===== config.mk =====
export PLATFORM = sky130hd
export DESIGN_NAME = mem_arbiter
export DESIGN_NICKNAME = d
export VERILOG_FILES = /design/src/rtl/mem_arbiter.sv
export SDC_FILE = /design/constraint.sdc
export NUM_CORES = 1
export LEC_CHECK = 0
export ABC_CLOCK_PERIOD_IN_PS = 1600
export CORE_MARGIN = 2
export CORE_UTILIZATION = 40
export DETAILED_ROUTE_END_ITERATION = 8
export GPL_TIMING_DRIVEN = 0
export PLACE_DENSITY = 0.92
export SLEW_MARGIN = 20
export SYNTH_ARGS = -nofsm -noshare
export SYNTH_HDL_FRONTEND = slang
export SYNTH_SLANG_ARGS = --single-unit

===== constraint.sdc =====
create_clock -name clk -period 1.6 [get_ports clk]
set_input_delay 0.32 -clock clk [delete_from_list [all_inputs] [get_ports clk]]
set_output_delay 0.32 -clock clk [all_outputs]
set_load 0.01 [all_outputs]

===== src/rtl/mem_arbiter.sv =====
// Purpose: shares one single-ported memory between an instruction-fetch port and a load/store data port.
// Latency: request to x_valid is 2 cycles with a zero-wait memory; the next grant comes one cycle after x_valid.
// Backpressure: a requester is stalled until its x_valid pulse; m_* is held constant until m_ready.
module mem_arbiter #(
    // The starvation counter is two bits wide, so only 0..3 is a meaningful setting.
    parameter int unsigned STARVE_MAX = 3
) (
    input  logic        clk,
    input  logic        rst,

    input  logic        i_req,
    input  logic [31:0] i_addr,
    output logic [31:0] i_rdata,
    output logic        i_valid,
    output logic        stall_i,

    input  logic        d_req,
    input  logic        d_we,
    input  logic [31:0] d_addr,
    input  logic [31:0] d_wdata,
    input  logic [2:0]  d_size,
    output logic [31:0] d_rdata,
    output logic        d_valid,
    output logic        stall_d,

    output logic        m_req,
    output logic        m_we,
    output logic [31:0] m_addr,
    output logic [31:0] m_wdata,
    output logic [2:0]  m_size,
    input  logic        m_ready,
    input  logic [31:0] m_rdata
);

    typedef enum logic [2:0] {
        IDLE   = 3'd0,
        BUSY_I = 3'd1,
        BUSY_D = 3'd2,
        RESP_I = 3'd3,
        RESP_D = 3'd4
    } state_t;

    localparam logic [1:0] STARVE_LIM = 2'(STARVE_MAX);
    localparam logic [2:0] SIZE_BYTE  = 3'b001;
    localparam logic [2:0] SIZE_HALF  = 3'b010;
    localparam logic [2:0] SIZE_WORD  = 3'b100;

    state_t      r_state;
    state_t      w_state_nxt;

    logic [1:0]  r_starve_cnt;
    logic [1:0]  w_starve_nxt;

    logic        w_fetch_turn;
    logic        w_grant_i;
    logic        w_grant_d;
    logic [2:0]  w_d_size_fwd;

    logic        r_m_we;
    logic [31:0] r_m_addr;
    logic [31:0] r_m_wdata;
    logic [2:0]  r_m_size;

    logic [31:0] r_i_rdata;
    logic [31:0] r_d_rdata;

    // Fetch has waited out its budget only if it is still asking.
    assign w_fetch_turn = i_req && (r_starve_cnt == STARVE_LIM);

    // Arbitration happens only in IDLE: data first, unless fetch has been starved.
    always_comb begin
        w_grant_i = 1'b0;
        w_grant_d = 1'b0;
        if (r_state == IDLE) begin
            if (d_req && !w_fetch_turn) begin
                w_grant_d = 1'b1;
            end else if (i_req) begin
                w_grant_i = 1'b1;
            end
        end
    end

    // Starvation count tracks consecutive data grants that bypassed a waiting fetch.
    always_comb begin
        w_starve_nxt = r_starve_cnt;
        if (w_grant_i) begin
            w_starve_nxt = 2'd0;
        end else if (w_grant_d) begin
            if (!i_req) begin
                w_starve_nxt = 2'd0;
            end else if (r_starve_cnt < STARVE_LIM) begin
                w_starve_nxt = r_starve_cnt + 2'd1;
            end
        end
    end

    // Unsupported access sizes are widened to a full word.
    always_comb begin
        case (d_size)
            SIZE_BYTE, SIZE_HALF, SIZE_WORD: w_d_size_fwd = d_size;
            default:                         w_d_size_fwd = SIZE_WORD;
        endcase
    end

    // Next-state logic: grant -> busy until m_ready -> one response cycle -> idle.
    always_comb begin
        w_state_nxt = r_state;
        case (r_state)
            IDLE: begin
                if (w_grant_d) begin
                    w_state_nxt = BUSY_D;
                end else if (w_grant_i) begin
                    w_state_nxt = BUSY_I;
                end
            end
            BUSY_I: begin
                if (m_ready) begin
                    w_state_nxt = RESP_I;
                end
            end
            BUSY_D: begin
                if (m_ready) begin
                    w_state_nxt = RESP_D;
                end
            end
            RESP_I:  w_state_nxt = IDLE;
            RESP_D:  w_state_nxt = IDLE;
            default: w_state_nxt = IDLE;
        endcase
    end

    // State register; reset abandons any access in flight.
    always_ff @(posedge clk) begin
        if (rst) begin
            r_state <= IDLE;
        end else begin
            r_state <= w_state_nxt;
        end
    end

    // Starvation counter register.
    always_ff @(posedge clk) begin
        if (rst) begin
            r_starve_cnt <= 2'd0;
        end else begin
            r_starve_cnt <= w_starve_nxt;
        end
    end

    // Memory request payload is latched at grant and held for the whole access.
    always_ff @(posedge clk) begin
        if (rst) begin
            r_m_we    <= 1'b0;
            r_m_addr  <= 32'h0000_0000;
            r_m_wdata <= 32'h0000_0000;
            r_m_size  <= SIZE_WORD;
        end else if (w_grant_d) begin
            r_m_we    <= d_we;
            r_m_addr  <= d_addr;
            r_m_wdata <= d_wdata;
            r_m_size  <= w_d_size_fwd;
        end else if (w_grant_i) begin
            r_m_we    <= 1'b0;
            r_m_addr  <= i_addr;
            r_m_wdata <= 32'h0000_0000;
            r_m_size  <= SIZE_WORD;
        end
    end

    // Read data capture; stores also capture, and each port holds its last value.
    always_ff @(posedge clk) begin
        if (rst) begin
            r_i_rdata <= 32'h0000_0000;
            r_d_rdata <= 32'h0000_0000;
        end else if (m_ready) begin
            if (r_state == BUSY_I) begin
                r_i_rdata <= m_rdata;
            end
            if (r_state == BUSY_D) begin
                r_d_rdata <= m_rdata;
            end
        end
    end

    // Request and response strobes decode straight from state, so m_ready elsewhere is ignored.
    assign m_req   = (r_state == BUSY_I) || (r_state == BUSY_D);
    assign i_valid = (r_state == RESP_I);
    assign d_valid = (r_state == RESP_D);

    assign m_we    = r_m_we;
    assign m_addr  = r_m_addr;
    assign m_wdata = r_m_wdata;
    assign m_size  = r_m_size;

    assign i_rdata = r_i_rdata;
    assign d_rdata = r_d_rdata;

    // Stalls are combinational so the pipeline releases in the same cycle as the valid pulse.
    assign stall_i = i_req & ~i_valid;
    assign stall_d = d_req & ~d_valid;

endmodule


======== After elaboration in Yosys (flattened, before gate mapping) ========
Cells that the tools add are included.
cells by class
  add/sub/neg operators ................... 1
  multipliers ............................. 0
  divide/modulo/power cells ............... 0
  $lt $le $gt $ge ......................... 1
  equal/unequal tests ..................... 12
  shift operators ......................... 0
  mux-type cells .......................... 21
  bitwise gates (word level) .............. 4
  reductions and logical operators ........ 12
operators by type and width
  operator                                               number
  two-way mux 32 bit                                     4
  two-way mux 3 bit                                      7
  equality test 3 x 2 -> 1 bit, second input constant    3
  one-hot mux 3 bit (3 select lines)                     1
  two-way mux 1 bit                                      7
  equality test 3 x 1 -> 1 bit, second input constant    2
  equality test 3 bit, second input constant             2
  AND reduction 2 bit                                    3
  two-way mux 2 bit                                      2
  inequality test 2 bit, second input constant           2
  zero test 3 bit                                        1
  inequality test 3 bit, second input constant           1
  AND reduction 3 bit                                    1
  OR reduction 3 bit                                     1
  adder 2 x 1 -> 2 bit, second input constant            1
  AND 1 bit                                              2
  equality test 2 bit, second input constant             1
  logical AND 1 bit                                      2
  < comparator 2 bit, second input constant              1
  inequality test 2 x 1 -> 1 bit, second input constant  1
  inverter 1 bit                                         2
  nonzero test 2 bit                                     1
  OR reduction 2 bit                                     1
  zero test 1 bit                                        1
  logical OR 1 bit                                       1
storage, ports and cells
  register bits after elaboration ......... 137
  latch bits .............................. 0
  memory bits (writable) .................. 0
  memory bits (read-only) ................. 0
  word-level logic and storage cells ...... 59
  memories kept ........................... 0

======== Longest topological paths before layout ========
Gate-level depths: netlist (run 1).
  depth after elaboration ................. 9
  depth in mapped cells ................... 6
  gate-level depth less buffers ........... 4

======== Least setup slack after synthesis (run 1) ========
Ideal clock, no wire load.
  path type ............................... register to register
  start ................................... reg r_state[0]
  end ..................................... reg r_m_size[2] (netlist: m_size[2])
  arrival ................................. 1289 ps
  required time ........................... 1481 ps
  path slack .............................. 192 ps
  cell stages (with the launch flop) ...... 7
  buffers on the path ..................... 3
  clock period less this slack ............ 1408 ps
  path through ............................ dfxtp_1 > buf_6 > or3_1 > buf_6 > buf_6 > nor4_2 > o21bai_1
between the ends
  longest elaborated chain between the ends .. 3
ends and longest elaborated chain
  item                                                            line  text
  from (decl)                                                     48    state_t r_state;
  from (signal assigned)                                          137   r_state <= w_state_nxt;
  zero test 3 bit (*)                                             74    if (r_state == IDLE) begin
  two-way mux 1 bit                                               74
  two-way mux 3 bit / nonzero test 2 bit (equally long branches)  n/a
  to (signal assigned)                                            161   r_m_size <= w_d_size_fwd;
  to (decl)                                                       62    logic [2:0] r_m_size;
Mark *: on every way between the ends. The rest lies on a longest branch, timed or not.
A chain may end at the register's enable or synchronous reset.

======== Worst setup path after layout (run 1) ========
  start ................................... reg r_state[1]
  end ..................................... reg r_m_addr[25] (netlist: m_addr[25])
between the ends
  longest elaborated chain between the ends .. 3
ends and longest elaborated chain
  item                                                             line  text
  zero test 3 bit (*)                                              74
  two-way mux 1 bit                                                74
  two-way mux 32 bit / nonzero test 2 bit (equally long branches)  n/a
  to (signal assigned)                                             159   r_m_addr <= d_addr;
  to (signal assigned)                                             164   r_m_addr <= i_addr;
  to (decl)                                                        60    logic [31:0] r_m_addr;
Marks and branches as above.

==> impl_metrics.tcl, run 1 <==
set metrics [dict create \
    dieArea_um2 14700 \
    yosysWarnings 0 \
    period_needed_ns 1.68 \
    ys_ff_latch 137 \
    p_clk_frac 0.412 \
    clkTransAtPathRegs_ns 0.06 \
    die_w_um 121 \
    grt_pass1_wl_um 31500 \
    crit_fanout 10 \
    wl_met2_um 10300 \
    cts_root_buf "clkbuf_16" \
    r2r_setup_slack_ns -0.08 \
    multi_input_area_um2 2480 \
    antenna_found_initial 1 \
    drive_above_1_share 0.139 \
    via_per_inst 5.39 \
    drt_iter0_markers 421 \
    io_pins 274 \
    hold_class "in -> reg" \
    dr.pass1.iters 7 \
    syn-mean-instance-area_um2 8.14 \
    seq_area_frac_synth 0.498 \
    fin_crit_sh 1.05 \
    grt_pass1_vias 6174 \
    violations "setup timing" \
    maxSlewViolCount 0 \
    tns_ns -0.0985 \
    cellPowerDensity_nw_per_um2 1090 \
    synth_edf_count 0 \
    crit_path_end_kind "register" \
    worstSetupPathType "reg -> reg" \
    cp-start-kind "register" \
    track_usage 0.273 \
    htreeDepth 4 \
    wl_met1_um 7870 \
    dr_wl_met3_um 2030 \
    cts_sinks 137 \
    syn_inst 677 \
    die_h_um 121 \
    wl_per_cell_um 17.9 \
    syn_to_final_growth_pct 68.9 \
    p_sw_mw 2.72 \
    drc_errors 0 \
    fmax_mhz 594 \
    overflow 0 \
    skew_ns 0.00661 \
    combPwrFrac 0.214 \
    cts_made_buffers 17 \
    max-vdd-ir-drop_uv 657 \
    grt_max_degree 17 \
    vias 6311 \
    cts_tree "done" \
    nets 1119 \
    final_cell_mix "135 x dfxtp_1, 133 x clkdlybuf4s50_1, 131 x dlygate4sd2_1" \
    setup_slack_ns -0.0825 \
    netlist_area_um2 5510 \
    max-slew-margin-rel 0.522 \
    p_leak_nw 3.94 \
    gp_congestion 0.880 \
    clk_latency_ns 0.42 \
    io_buffers 272 \
    worst_pin_slew_ns 0.717 \
    dpl_cell_area_um2 8450 \
    stdcell_area_um2 9300 \
    ys_types 33 \
    p_int_mw 7.40 \
    synth.net_count 815 \
    num_rows 42 \
    ant_nets 0 \
    final_common_cell "dfxtp_1" \
    synth-main-ff-cell "dfxtp_1" \
    core_area_um2 13300 \
    setup_viol 3 \
    arrival_ns 1.99 \
    dp_hpwl_um 14700 \
    outcome "complete, but fails checks" \
    fillers 1112 \
    top_layer "met4" \
    crit_required_ns 1.91 \
    ff_latch_area_um2 2750 \
    drt-total-wl_um 21000 \
    maxCapViolCount 0 \
    synthArstFlopShare 0 \
    swShare 0.268 \
    pwr-share-seq 0.374 \
    hold_slack_ns 0.351 \
    rsz0062_at_grt "yes" \
    initial_core_util 0.413 \
    cts_buffer_depth 2 \
    final-hold-violation-count 0 \
]
## cells in the mapped netlist, types with 2 or more instances
master / instances / area (um2)
nand3_1: 67 / 335
buf_2: 22 / 110
o21ai_1: 17 / 85.1
a21oi_1: 135 / 676
o21ai_0: 54 / 270
nand2_1: 129 / 484
clkbuf_2: 2 / 10.0
nor2b_1: 2 / 12.5
buf_4: 13 / 97.6
buf_6: 4 / 45.0
dfxtp_1: 137 / 2740
nor3b_1: 2 / 15.0
a311oi_1: 32 / 280
nor4bb_1: 2 / 20.0
nor2_1: 6 / 22.5
clkbuf_1: 33 / 124
xnor2_1: 2 / 17.5
nand4bb_1: 2 / 22.5
inv_1: 2 / 7.51
## worst max-delay path, cell delays in order, from the launching register on
cell and delay [ns]:
dfxtp_2 0.32, buf_6 0.13, buf_6 0.12, nor3_4 0.27, buf_6 0.21, buf_8 0.15
a21oi_1 0.08, a311oi_1 0.31
## timing repair
item,4_1_cts,5_1_grt
endpoints found under the setup margin,214,127
pin swaps,11,25
gates cloned,5,0
resized for setup,241,51
setup buffers,8,3
hold buffers,0,0
hold endpoints to repair,0,0
## worst paths after layout
check                                                end                startpoint  depth (start not counted)
worst min-delay path             r_state[1]$_SDFFE_PP0P_                   m_ready                          3
worst min register to register  d_rdata[13]$_SDFFE_PP0P_  d_rdata[13]$_SDFFE_PP0P_                          2
worst max register to register   m_addr[25]$_SDFFE_PP0P_   r_state[1]$_SDFFE_PP0P_                          7
worst max-delay path             m_addr[25]$_SDFFE_PP0P_   r_state[1]$_SDFFE_PP0P_                          7
## final cells by class
| type | instances | share of cell area |
|---|---|---|
| Clock inverter | 12 | 0.0187 |
| Clock buffer | 19 | 0.0487 |
| Antenna cell | 1 | 0.000269 |
| Buffer | 71 | 0.0555 |
| Tap cell | 176 | 0.0237 |
| Timing Repair Buffer | 288 | 0.290 |
| Sequential cell | 137 | 0.295 |
| Inverter | 2 | 0.000807 |
| Multi-Input combinational cell | 464 | 0.267 |
## power groups by stage
stage / clock [mW] / sequential, mW / combinational [mW]
after global placement: 0 / 3.84 / 2.01
final: 4.17 / 3.78 / 2.16
after floorplan: 0 / 3.95 / 0.836
after detailed placement: 0 / 3.85 / 2.04
after global routing: 4.35 / 3.81 / 2.31
after CTS: 4.21 / 3.77 / 2.08
## logic make-up after synthesis
| kind of cell | share of synthesized area |
|---|---|
| AOI/OAI and AO/OA | 0.245 |
| and+or+nand+nor | 0.181 |
| DFF | 0.498 |
| buffers and inverters | 0.0715 |
| xor gates and xnor gates | 0.00318 |
| adders and majority gates | 0.00227 |
## layer usage
| metal | GRT usage | vias to the layer above |
|---|---|---|
| li1 | - | 2999 |
| met1 | 0.302 | 2929 |
| met2 | 0.472 | 324 |
| met3 | 0.0973 | 59 |
| met4 | 0.114 | 0 |
| met5 | 0 | - |
## through the flow
stage | power [mW] | util | std cells | setup WS (ns)
2_1_floorplan | 4.78 | - | 677 | 0.192
3_3_place_gp | 5.85 | 0.633 | 1125 | -0.454
3_5_place_dp | 5.89 | 0.633 | 1125 | -0.516
4_1_cts | 10.1 | 0.687 | 1168 | -0.0632
5_1_grt | 10.5 | 0.697 | 1170 | -0.116
6_report | 10.1 | 0.697 | 1170 | -0.0825
## flip-flops by register name, indices dropped and copies added, names as in the netlist
name / flops
d_rdata: 32
m_addr: 32
i_rdata: 32
m_we: 1
r_state: 3
m_wdata: 32
m_size: 3
r_starve_cnt: 2
No activity file was read; power rests on OpenSTA's default activity.
==> run 2: changes to the inputs <==
--- a/config.mk
+++ b/config.mk
@@ -5,11 +5,12 @@
 export SDC_FILE = /design/constraint.sdc
 export NUM_CORES = 1
 export LEC_CHECK = 0
-export ABC_CLOCK_PERIOD_IN_PS = 1600
+export ABC_CLOCK_PERIOD_IN_PS = 1850
 export CORE_MARGIN = 2
 export CORE_UTILIZATION = 40
 export DETAILED_ROUTE_END_ITERATION = 8
 export GPL_TIMING_DRIVEN = 0
+export HOLD_SLACK_MARGIN = 0.1
 export PLACE_DENSITY = 0.92
 export SLEW_MARGIN = 20
 export SYNTH_ARGS = -nofsm -noshare
==> constraint.sdc (replaced) <==
create_clock -name clk -period 1.85 [get_ports clk]
set_input_delay 0.37 -clock clk [delete_from_list [all_inputs] [get_ports clk]]
set_output_delay 0.37 -clock clk [all_outputs]
set_load 0.01 [all_outputs]
==> impl_metrics.tcl, run 2 (synthesis results as in run 1) <==
set metrics [dict create \
    tns_ns 0 \
    crit_path_end_kind "register" \
    wl_per_cell_um 17.6 \
    post-place-ws_ns -0.316 \
    clkTransAtPathRegs_ns 0.06 \
    dr_wl_met3_um 1850 \
    antenna_found_initial 0 \
    dr.pass1.iters 5 \
    maxSlewViolCount 0 \
    cts_made_buffers 17 \
    ant_nets 0 \
    fillers 1086 \
    gp_congestion 0.880 \
    htreeDepth 4 \
    p_sw_mw 2.28 \
    via_per_inst 5.37 \
    core_area_um2 13300 \
    cts_sinks 137 \
    track_usage 0.268 \
    num_rows 42 \
    vias 6225 \
    final-hold-violation-count 0 \
    io_buffers 272 \
    die_h_um 121 \
    crit_fanout 10 \
    final_common_cell "clkdlybuf4s50_1" \
    skew_ns 0.00597 \
    fmax_mhz 558 \
    outcome "finished clean" \
    p_total_mw 8.67 \
    max-vdd-ir-drop_uv 581 \
    r2r-start "r_starve_cnt[0]$_SDFFE_PP0P_" \
    grt_max_degree 17 \
    initial_core_util 0.413 \
    p_int_mw 6.39 \
    swShare 0.263 \
    clk_latency_ns 0.42 \
    hold_class "reg -> reg" \
    holdPathStages 2 \
    pwr-share-seq 0.377 \
    dp_hpwl_um 14700 \
    ff2ff_path_depth 5 \
    drt-total-wl_um 20400 \
    drt_iter0_markers 516 \
    max-slew-margin-rel 0.468 \
    arrival_ns 2.11 \
    cts_buffer_depth 2 \
    p_clk_frac 0.416 \
    final_cell_mix "266 x clkdlybuf4s50_1, 136 x dfxtp_1, 135 x a21oi_1" \
    combPwrFrac 0.206 \
    dieArea_um2 14700 \
    grt_pass1_vias 6002 \
    setup_slack_ns 0.0593 \
    p_leak_nw 3.20 \
    grt_pass1_wl_um 30900 \
    setup_viol 0 \
    cts_root_buf "clkbuf_16" \
    drc_errors 0 \
    crit_required_ns 2.16 \
    nets 1109 \
    syn_to_final_growth_pct 65.2 \
    overflow 0 \
    r2r_setup_slack_ns 0.11 \
    maxCapViolCount 0 \
    cp-start-kind "input pin" \
    fin_crit_sh 0.968 \
    worstHoldEndpoint "d_rdata[8]$_SDFFE_PP0P_" \
    diodes 0 \
    io_pins 274 \
    cts_tree "done" \
    period_needed_ns 1.79 \
    holdCritStartpoint "d_rdata[8]$_SDFFE_PP0P_" \
    worst_pin_slew_ns 0.798 \
    top_layer "met4" \
    timing.rr.end "m_addr[13]$_SDFFE_PP0P_" \
    wl_met2_um 10100 \
    cellPowerDensity_nw_per_um2 953 \
    drive_above_1_share 0.0875 \
    wl_met1_um 7810 \
    worstSetupPathType "in -> reg" \
    rsz0062_at_grt "no" \
    die_w_um 121 \
    final_util 0.682 \
]
[run 2: area by class of cell]
class                   count  area [um2]  share of cell area
inverters                   2        7.51            0.000825
clock buffers              19         453              0.0498
well taps                 176         220              0.0242
flip-flops and latches    137        2740               0.301
plain buffers              74         390              0.0429
multi-input cells         464        2380               0.261
clock inverters            12         174              0.0191
repair buffers            275        2730               0.300
[run 2: metal layers]
metal  track usage  vias up
met1         0.301     2890
met2         0.462      317
met3        0.0865       41
li1              -     2977
met4         0.116        0
met5             0        -
[run 2: power by group through the flow]
stage	sequential [mW]	clock, mW	combinational (mW)
floorplan	3.41	0	0.723
global placement	3.32	0	1.73
detailed placement	3.33	0	1.76
CTS	3.27	3.64	1.77
global route	3.29	3.76	1.92
finish	3.27	3.61	1.79
[run 2: worst max path at each step]
stage	from	end	slack (ns)
after floorplan	r_state[0]$_SDFFE_PP0P_	m_size[2]$_SDFFE_PP1P_	0.44
after global routing	d_req	m_addr[21]$_SDFFE_PP0P_	0.006
after global placement	i_req	stall_i	-0.27
after CTS	r_state[1]$_SDFFE_PP0P_	d_valid	0.002
final	d_req	m_addr[13]$_SDFFE_PP0P_	0.06
after detailed placement	d_req	m_addr[13]$_SDFFE_PP0P_	-0.32
[run 2: timing repair]
action	CTS	global route
hold buffers	0	0
resized for setup	11	5
setup endpoints to repair	5	4
cloned	0	1
buffers inserted	0	2
[run 2: critical path: stages]
cell and delay (ns):
clkdlybuf4s50_1 0.60, a21boi_2 0.27, clkbuf_1 0.41, nand3_1 0.14, a311oi_1 0.31
[run 2: through the flow]
stage	instances	hold slack, ns	instance area (um2)
2_1_floorplan	677	0.453	5510
3_3_place_gp	1125	0.440	8450
3_5_place_dp	1125	0.446	8450
4_1_cts	1156	0.453	9070
5_1_grt	1159	0.472	9100
6_report	1159	0.454	9100
